`src/rtl/alu_pipe.sv`:
```
// Registered ALU with iterative shift-add multiply and valid/ready on both sides.
// Latency: 1 edge for logic/arith/shift ops, WIDTH+1 edges for MUL (one op in flight).
// Backpressure: result held in HOLD until out_ready; in_ready follows out_ready there.
//
// Ports:
//   clk, reset              clock (rising) and asynchronous active-high reset
//   in_valid/in_ready       operand handshake; a, b, op captured on accept
//   a, b, op                operands (b[SHW-1:0] doubles as shift amount), opcode
//   out_valid/out_ready     result handshake
//   result, carryout, overflow, zero, illegal   registered result and flags
module alu_pipe #(
  parameter int WIDTH      = 32,
  parameter bit ENABLE_MUL = 1'b1
) (
  input  logic             clk,
  input  logic             reset,
  input  logic             in_valid,
  output logic             in_ready,
  input  logic [WIDTH-1:0] a,
  input  logic [WIDTH-1:0] b,
  input  logic [3:0]       op,
  output logic             out_valid,
  input  logic             out_ready,
  output logic [WIDTH-1:0] result,
  output logic             carryout,
  output logic             overflow,
  output logic             zero,
  output logic             illegal
);

  localparam int SHW = $clog2(WIDTH);
  localparam int M   = WIDTH - 1;

  typedef enum logic [1:0] {IDLE, BUSY, HOLD} state_t;

  state_t             state_q;
  logic [WIDTH-1:0]   result_q;
  logic               carry_q, ovf_q, zero_q, illegal_q;
  logic [2*WIDTH-1:0] acc_q, mcand_q;
  logic [WIDTH-1:0]   mplier_q;
  logic [SHW-1:0]     cnt_q;

  logic                   accept;
  logic [WIDTH:0]         add_w, sub_w;
  logic                   ovf_add, ovf_sub;
  logic [SHW-1:0]         shamt;
  logic signed [WIDTH-1:0] a_s;
  logic [WIDTH-1:0]       res_d;
  logic                   carry_d, ovf_d, illegal_d, zero_d, is_mul;
  logic [2*WIDTH-1:0]     acc_d;

  assign in_ready  = !reset && ((state_q == IDLE) || ((state_q == HOLD) && out_ready));
  assign accept    = in_valid && in_ready;
  assign out_valid = (state_q == HOLD);
  assign result    = result_q;
  assign carryout  = carry_q;
  assign overflow  = ovf_q;
  assign zero      = zero_q;
  assign illegal   = illegal_q;

  // Extra MSB on the sums captures the carry out of the top bit.
  assign add_w   = {1'b0, a} + {1'b0, b};
  assign sub_w   = {1'b0, a} + {1'b0, ~b} + {{WIDTH{1'b0}}, 1'b1};
  assign ovf_add = (a[M] == b[M]) && (add_w[M] != a[M]);
  assign ovf_sub = (a[M] != b[M]) && (sub_w[M] != a[M]);
  assign shamt   = b[SHW-1:0];
  assign a_s     = a;

  // Single-cycle result; MUL only flags is_mul and is finished by the iterator.
  always_comb begin
    res_d     = '0;
    carry_d   = 1'b0;
    ovf_d     = 1'b0;
    illegal_d = 1'b0;
    is_mul    = 1'b0;
    case (op)
      4'b0000: begin res_d = add_w[M:0]; carry_d = add_w[WIDTH]; ovf_d = ovf_add; end
      4'b0001: begin res_d = sub_w[M:0]; carry_d = sub_w[WIDTH]; ovf_d = ovf_sub; end
      4'b0010: res_d = a ^ b;
      // Sign of the difference corrected by overflow keeps SLT right at the extremes.
      4'b0011: res_d = {{(WIDTH-1){1'b0}}, sub_w[M] ^ ovf_sub};
      4'b0100: res_d = a & b;
      4'b0101: res_d = ~(a & b);
      4'b0110: res_d = a | b;
      4'b0111: res_d = ~(a | b);
      4'b1000: begin
        if (ENABLE_MUL) is_mul = 1'b1;
        else            illegal_d = 1'b1;
      end
      4'b1001: res_d = a << shamt;
      4'b1010: res_d = a >> shamt;
      4'b1011: res_d = a_s >>> shamt;
      default: illegal_d = 1'b1;
    endcase
    zero_d = (res_d == '0);
  end

  // One partial product per cycle: add the shifted multiplicand when the low multiplier bit is set.
  assign acc_d = acc_q + (mplier_q[0] ? mcand_q : '0);

  always_ff @(posedge clk or posedge reset) begin
    if (reset) begin
      state_q   <= IDLE;
      result_q  <= '0;
      carry_q   <= 1'b0;
      ovf_q     <= 1'b0;
      zero_q    <= 1'b1;
      illegal_q <= 1'b0;
      acc_q     <= '0;
      mcand_q   <= '0;
      mplier_q  <= '0;
      cnt_q     <= '0;
    end else begin
      case (state_q)
        IDLE, HOLD: begin
          if (accept) begin
            if (is_mul) begin
              state_q  <= BUSY;
              acc_q    <= '0;
              mcand_q  <= {{WIDTH{1'b0}}, a};
              mplier_q <= b;
              cnt_q    <= '0;
            end else begin
              state_q   <= HOLD;
              result_q  <= res_d;
              carry_q   <= carry_d;
              ovf_q     <= ovf_d;
              zero_q    <= zero_d;
              illegal_q <= illegal_d;
            end
          end else if ((state_q == HOLD) && out_ready) begin
            state_q <= IDLE;
          end
        end
        BUSY: begin
          acc_q    <= acc_d;
          mcand_q  <= mcand_q << 1;
          mplier_q <= mplier_q >> 1;
          cnt_q    <= cnt_q + SHW'(1);
          if (cnt_q == SHW'(WIDTH - 1)) begin
            state_q   <= HOLD;
            result_q  <= acc_d[M:0];
            carry_q   <= 1'b0;
            ovf_q     <= |acc_d[2*WIDTH-1:WIDTH];
            zero_q    <= (acc_d[M:0] == '0);
            illegal_q <= 1'b0;
            cnt_q     <= '0;
          end
        end
        default: state_q <= IDLE;
      endcase
    end
  end

endmodule

```
`config.mk`:
```
export PLATFORM = sky130hd
export DESIGN_NAME = alu_pipe
export DESIGN_NICKNAME = d
export VERILOG_FILES = /design/src/rtl/alu_pipe.sv
export SDC_FILE = /design/constraint.sdc
export NUM_CORES = 1
export LEC_CHECK = 0
export CAP_MARGIN = 20
export CORE_UTILIZATION = 57
export DETAILED_ROUTE_END_ITERATION = 8
export PLACE_DENSITY_LB_ADDON = 0.1
export SKIP_LAST_GASP = 1
export SLEW_MARGIN = 40
export SYNTH_ARGS = -nofsm -noshare
export SYNTH_HDL_FRONTEND = slang
export SYNTH_SLANG_ARGS = --single-unit
```
`constraint.sdc`:
```
create_clock -name clk -period 6.3 [get_ports clk]
set_clock_uncertainty 0.05 [all_clocks]
set_input_delay 1.26 -clock clk [delete_from_list [all_inputs] [get_ports clk]]
set_output_delay 1.26 -clock clk [all_outputs]
set_load 0.03 [all_outputs]
```
Yosys cells after proc, flatten, opt, wreduce, memory -nomap -nowiden --
Index checks and enable logic that the tools add are counted.
Storage, ports and cells: word-level logic and storage cells 109, flip-flop bits (word level) 203, input port bits 72
Cells by class: reductions and logical operators 18, mux-type cells 43, equality and inequality tests 23, shifts and indexed selects 3, add/subtract/negate cells 5, bitwise gates (word level) 7
Operators by type and width (number):
- 32-bit case mux with 11 select lines | 1
- 64-bit two-way mux | 5
- 64-bit case mux with 2 select lines | 2
- 32-bit two-way mux | 5
- 32-bit case mux with 2 select lines | 2
- 32-bit inverter | 3
- 32-bit by 32-bit adder with 33-bit output | 2
- 64-bit adder | 1
- 32-bit zero test | 2
- 33-bit by 1-bit adder with 33-bit output (second input constant) | 1
- 32-bit bitwise AND | 1
- 32-bit OR | 1
- 32-bit OR reduction | 1
- 32-bit by 5-bit left shift with 32-bit output | 1
- 32-bit by 5-bit right shift with 32-bit output | 1
- 32-bit by 5-bit >>> shifter with 32-bit output | 1
- 32-bit bitwise XOR | 1
- 4-bit by 3-bit equality test with 1-bit output (second input constant) | 4
- 4-bit equality test (second input constant) | 4
- 5-bit two-way mux | 3
- 1-bit two-way mux | 13
- 1-bit case mux with 2 select lines | 6
- 12-bit OR reduction | 1
- 5-bit case mux with 2 select lines | 1
- other kinds (23) | 36

Logic depth before layout (Yosys ltp) --
depth after elaboration 11, depth in mapped cells 30, gate-level depth less buffers 26

Worst setup path after synthesis --
Ideal clock, no wire load.
path type input -> register, from input port b[3], to register zero_q, in the netlist zero, data arrival time 6.826 ns, cell stages on the path 28, slack -0.648 ns, data required time 6.178 ns, library setup time 0.072 ns, path through buf_2 -> inv_2 -> buf_1 -> clkbuf_1 -> clkbuf_1 -> ha_1 -> o21ai_0 -> a31oi_1 -> o31ai_1 -> a41oi_1 -> a21oi_1 -> o21ai_0 -> a21oi_1 -> nor2_1 -> o21bai_1 -> fa_1 -> inv_1 -> mux2i_1 -> o21ai_0 -> a2111o_1 -> a221oi_2 -> nand2b_1 -> or4_1 -> nor4_1 -> nand4_1 -> nor4_2 -> nand4bb_1 -> o21ai_1
On the way: word-level cells in the longest chain between the ends 11, elaborated cells between the ends (all ways) 20, classes of those cells add/sub (3); eq/ne (1); shift (3); mux (4); bitwise (7); reduce/logical (2)
Ends and longest elaborated chain:
- from (decl) | RTL line 20 | input logic [WIDTH-1:0] b,
- 32-bit inverter | RTL line 63 | assign sub_w = {1'b0, a} + {1'b0, ~b} + {{WIDTH{1'b0}}, 1'b1};
- 32-bit by 32-bit adder with 33-bit output | RTL line 63
- 33-bit by 1-bit adder with 33-bit output | RTL line 63
- 1-bit inequality test | RTL line 65 | assign ovf_sub = (a[M] != b[M]) && (sub_w[M] != a[M]);
- 1-bit logical AND | RTL line 65
- 1-bit bitwise XOR | RTL line 81 | 4'b0011: res_d = {{(WIDTH-1){1'b0}}, sub_w[M] ^ ovf_sub};
- 32-bit case mux with 11 select lines * | RTL line 76 | case (op)
- 32-bit zero test * | RTL line 95 | zero_d = (res_d == '0);
- 1-bit two-way mux * | RTL line 117 | if (is_mul) begin
- 1-bit two-way mux * | RTL line 116 | if (accept) begin
- 1-bit case mux with 2 select lines * | RTL line 114 | case (state_q)
- to (signal assigned) | RTL line 128 | zero_q <= zero_d;
- to (signal assigned) | RTL line 145 | zero_q <= (acc_d[M:0] == '0);
- to (decl) | RTL line 38 | logic carry_q, ovf_q, zero_q, illegal_q;
Every way passes the cells marked *; elsewhere a longest branch is shown, timed or not. The select of a mux whose other input is x is not followed. A chain may end at the register's enable or synchronous reset.

Final worst setup path --
from input port a[19], to register zero_q, in the netlist zero
On the way: word-level cells in the longest chain between the ends 10, elaborated cells between the ends (all ways) 19, classes of those cells add/sub (3); eq/ne (1); shift (3); mux (4); bitwise (6); reduce/logical (2)
Ends and longest elaborated chain:
- from (decl) | RTL line 19 | input logic [WIDTH-1:0] a,
- 32-bit by 32-bit adder with 33-bit output | RTL line 63
- 33-bit by 1-bit adder with 33-bit output | RTL line 63
- 1-bit inequality test | RTL line 65
- 1-bit logical AND | RTL line 65
- 1-bit bitwise XOR | RTL line 81
- 32-bit case mux with 11 select lines * | RTL line 76
- 32-bit zero test * | RTL line 95
- 1-bit two-way mux * | RTL line 117
- 1-bit two-way mux * | RTL line 116
- 1-bit case mux with 2 select lines * | RTL line 114
Marked as above.

==> metrics.md <==
| Metric | Value |
|---|---|
| Status | `completed` |
| Clock transition at the registers of the reported paths | `0.06 ns` |
| Critical Path RT | `6.74 ns` |
| Initial core utilization | `57.9%` |
| First-pass iteration count of the detailed router | `9` |
| Cell mode on critical path | `inv_1` |
| Tot GR Track Use | `45.3%` |
| Hold slack final | `around 0.43 ns` |
| Post-route ant nets | `0` |
| Max FO, Critical Path | `3` |
| Reg2Reg Launch Point | `mplier_q[0]$_DFFE_PP0P_` |
| Global route total overflow | `0` |
| Root buffer cell | `clkbuf_16` |
| Max stage delay on crit path | `0.46 ns` |
| Final Hold Fails | `0` |
| Post-synth top area share | `21.9%` |
| Post-synthesis xor/xnor area fraction | `3.53%` |
| Type of origin of the critical path | `primary input` |
| Routed length on met3 | `9460 um` |
| Mapped Nets | `3266` |
| Routed wire length | `95600 um` |
| Top routing layer used | `met5` |
| Final WS setup | `0.233 ns` |
| Post-synth EDFFs | `0` |
| Worst min-delay path category | `reg -> reg` |
| Pre-CTS setup slack | `-1.16 ns` |
| Final Max Tran Viols | `0` |
| Minimum clock period | `between 6 and 7 ns` |
| Final core utilization | `67.7%` |
| First-pass GRT wire length | `between 100000 and 150000 um` |
| Main flop type after synthesis | `dfrtp_1` |
| Complex-gate fraction of the synthesized area | `about a quarter` |
| Crit path kind | `in -> reg` |
| Area of the mapped netlist | `23000 um^2` |
| Routability congestion estimate | `1.08` |
| DRT met1 WL | `35500 um` |
| Placed Area | `25700 um^2` |
| Synth top area cells | `dfrtp_1, ha_1, nand2_1` |
| Number of I/O port buffers | `109` |
| Clock buffer count from CTS | `25` |
| Area Overhead vs Synth | `17.0%` |
| Worst slew pin tran | `0.849 ns` |
| Slew HR | `41.7%` |
| Maxcap violations | `0` |
| CP Launch Point | `a[19]` |
| Core Box Area | `39800 um^2` |
| HPWL Detailed | `71900 um` |
| Worst skew pair latency | `between 0.5 and 0.6 ns` |
| Synth top cells by count | `nand2_1, o21ai_0, nor2_1` |
| DIE HEIGHT | `203 um` |
| # DRC | `0` |
| Main combinational cell family by area after synthesis | `compound AO/OA/AOI/OAI gates` |
| Top cell type by total area after synthesis | `dfrtp_1` |
| Via count | `25200` |
| Filler cell count | `3357` |
| Std cell rows | `73` |
| Starting DRT DRC Count | `2994` |
| CTS tree | `yes` |
| WL per Instance | `around 26 um` |
| Arrival @ worst endpoint | `approximately 6.5 ns` |
| Fin nets | `about 3400` |
| Top-count cell post-synth | `nand2_1` |
| #FFs+latches synth | `around 200` |
| Slowest CP cell | `clkdlybuf4s50_1` |
| Setup TNS Final | `0 ns` |
| Clock Sinks | `203` |
| Synth unique cells | `91` |
| Post-synthesis adder-cell area fraction | `9.52%` |
| PwrDens | `371 nW/um^2` |
| Die outline width | `203 um` |
| Synth Instances | `3021` |
| Maximum vdd ir drop | `0.249 mV` |
| Avg Cell Area, Syn | `7.63 um^2` |
| IO Pins | `110` |
| Clock buffer depth | `3` |
| Vias in the first global route | `24100` |
| Largest net degree at the start of global routing | `105` |
| Crit-path leading delay family | `simple AND/OR/NAND/NOR gates` |
| Htree depth | `1` |
| Worst path bufs/invs | `5` |
| Met2 WL | `about 43000 um` |
| Pleak | `between 0.01 and 0.015 uW` |
| Initial antenna violation count | `1` |
| Via-to-Cell Ratio | `between 6 and 7` |
| Sequential fraction of the synthesis area | `22.0%` |
| Post-Synth Simple-Gate Area | `22.4%` |
| CP Capture Type | `register` |
| Die area | `41200 um^2` |
| Post-synth ARST share | `100%` |
| Final worst path period share | `96.3%` |
| Synth Warn # | `0` |
| Hold path start | `result[2]$_DFFE_PP0P_` |
| Fmax achieved | `roughly 0.16 GHz` |
| Share of layout cells above drive strength 1 | `14.8%` |
| Design area | `about 27000 um^2` |
| Multiplexer share of the synthesized area | `11.0%` |
| Setup violators final | `0` |
## path summary, 6_finish.rpt
path / endpoint / slack (ns) / cells after the start
min in group asynchronous: mplier_q[29]$_DFFE_PP0P_ / 0.98 / 2
worst min register to register: result[2]$_DFFE_PP0P_ / 0.43 / 2
max in group asynchronous: mcand_q[2]$_DFFE_PP0P_ / 3.96 / 5
worst min-delay path: result[2]$_DFFE_PP0P_ / 0.43 / 2
worst max register to register: overflow$_DFFE_PP0P_ / 0.78 / 15
worst max-delay path: zero$_DFFE_PP1P_ / 0.23 / 26
## power breakdown
| part | switching [uW] | leakage (uW) | internal (uW) |
|---|---|---|---|
| Combinational | 3960 | 0.00904 | 2280 |
| Clock | 623 | 0.000405 | 854 |
| Sequential | 435 | 0.00247 | 1860 |
| Total | 5020 | 0.0119 | 5000 |
## stage by stage
stage	total power (uW)	cells
after floorplan	6270	3021
after global placement	8070	3654
after detailed placement	8250	3656
after CTS	9770	3704
after global routing	10500	3714
final	10000	3715
## registers in the layout, indices dropped and copies added, names as in the netlist
| signal | count |
|---|---|
| carryout | 1 |
| mplier_q | 32 |
| overflow | 1 |
| zero | 1 |
| result | 32 |
| mcand_q | 64 |
| acc_q | 64 |
| state_q | 2 |
| cnt_q | 5 |
| illegal | 1 |
## layout by cell type, fill, tap and decap left out, types with 38 or more instances in the layout
cell type,instances
nand2_1,445
o21ai_0,278
nor2_1,249
buf_4,244
a21oi_1,202
dfrtp_1,201
ha_1,157
inv_1,115
nand3_1,94
clkdlybuf4s50_1,88
and2_1,81
a31oi_1,79
mux4_2,70
xnor2_1,66
mux2i_1,65
nor3_1,49
a21o_1,46
a211oi_1,38
## tightest hold or removal path, delay by kind of cell (launching register included)
kind | cells | cell delay, ns
compound gates | 1 | 0.06
flops | 1 | 0.34
simple gates | 1 | 0.05
## final cells by class
class,count,area (um^2),share of cell area [%]
diodes,1,2.50,0.00928
well taps,525,657,2.44
clock buffers,35,693,2.57
clock inverters,10,123,0.455
flip-flops and latches,203,5080,18.8
inverters,130,492,1.82
multi-input cells,2447,16800,62.2
repair buffers,364,3140,11.6
## kinds of logic after synthesis
logic type               Yosys count
buffers and inverters            371
AO/OA/AOI/OAI                    909
XOR/XNOR                          93
adder cells (fa/ha/maj)          173
AND/OR/NAND/NOR                 1114
flip-flops                       203
multiplexers                     158
## layer usage
layer	vias up	track usage, %
li1	11200	-
met1	12000	55.1
met2	1591	72.0
met3	424	9.49
met4	2	31.4
met5	-	0
## repair_timing
action                     4_1_cts  5_1_grt
pin swaps                       11       25
resized for setup               16       52
buffers inserted                 3        9
hold buffers                     0        0
gates cloned                     0        0
setup endpoints to repair        1        1
(Power assumes the default switching activity.)
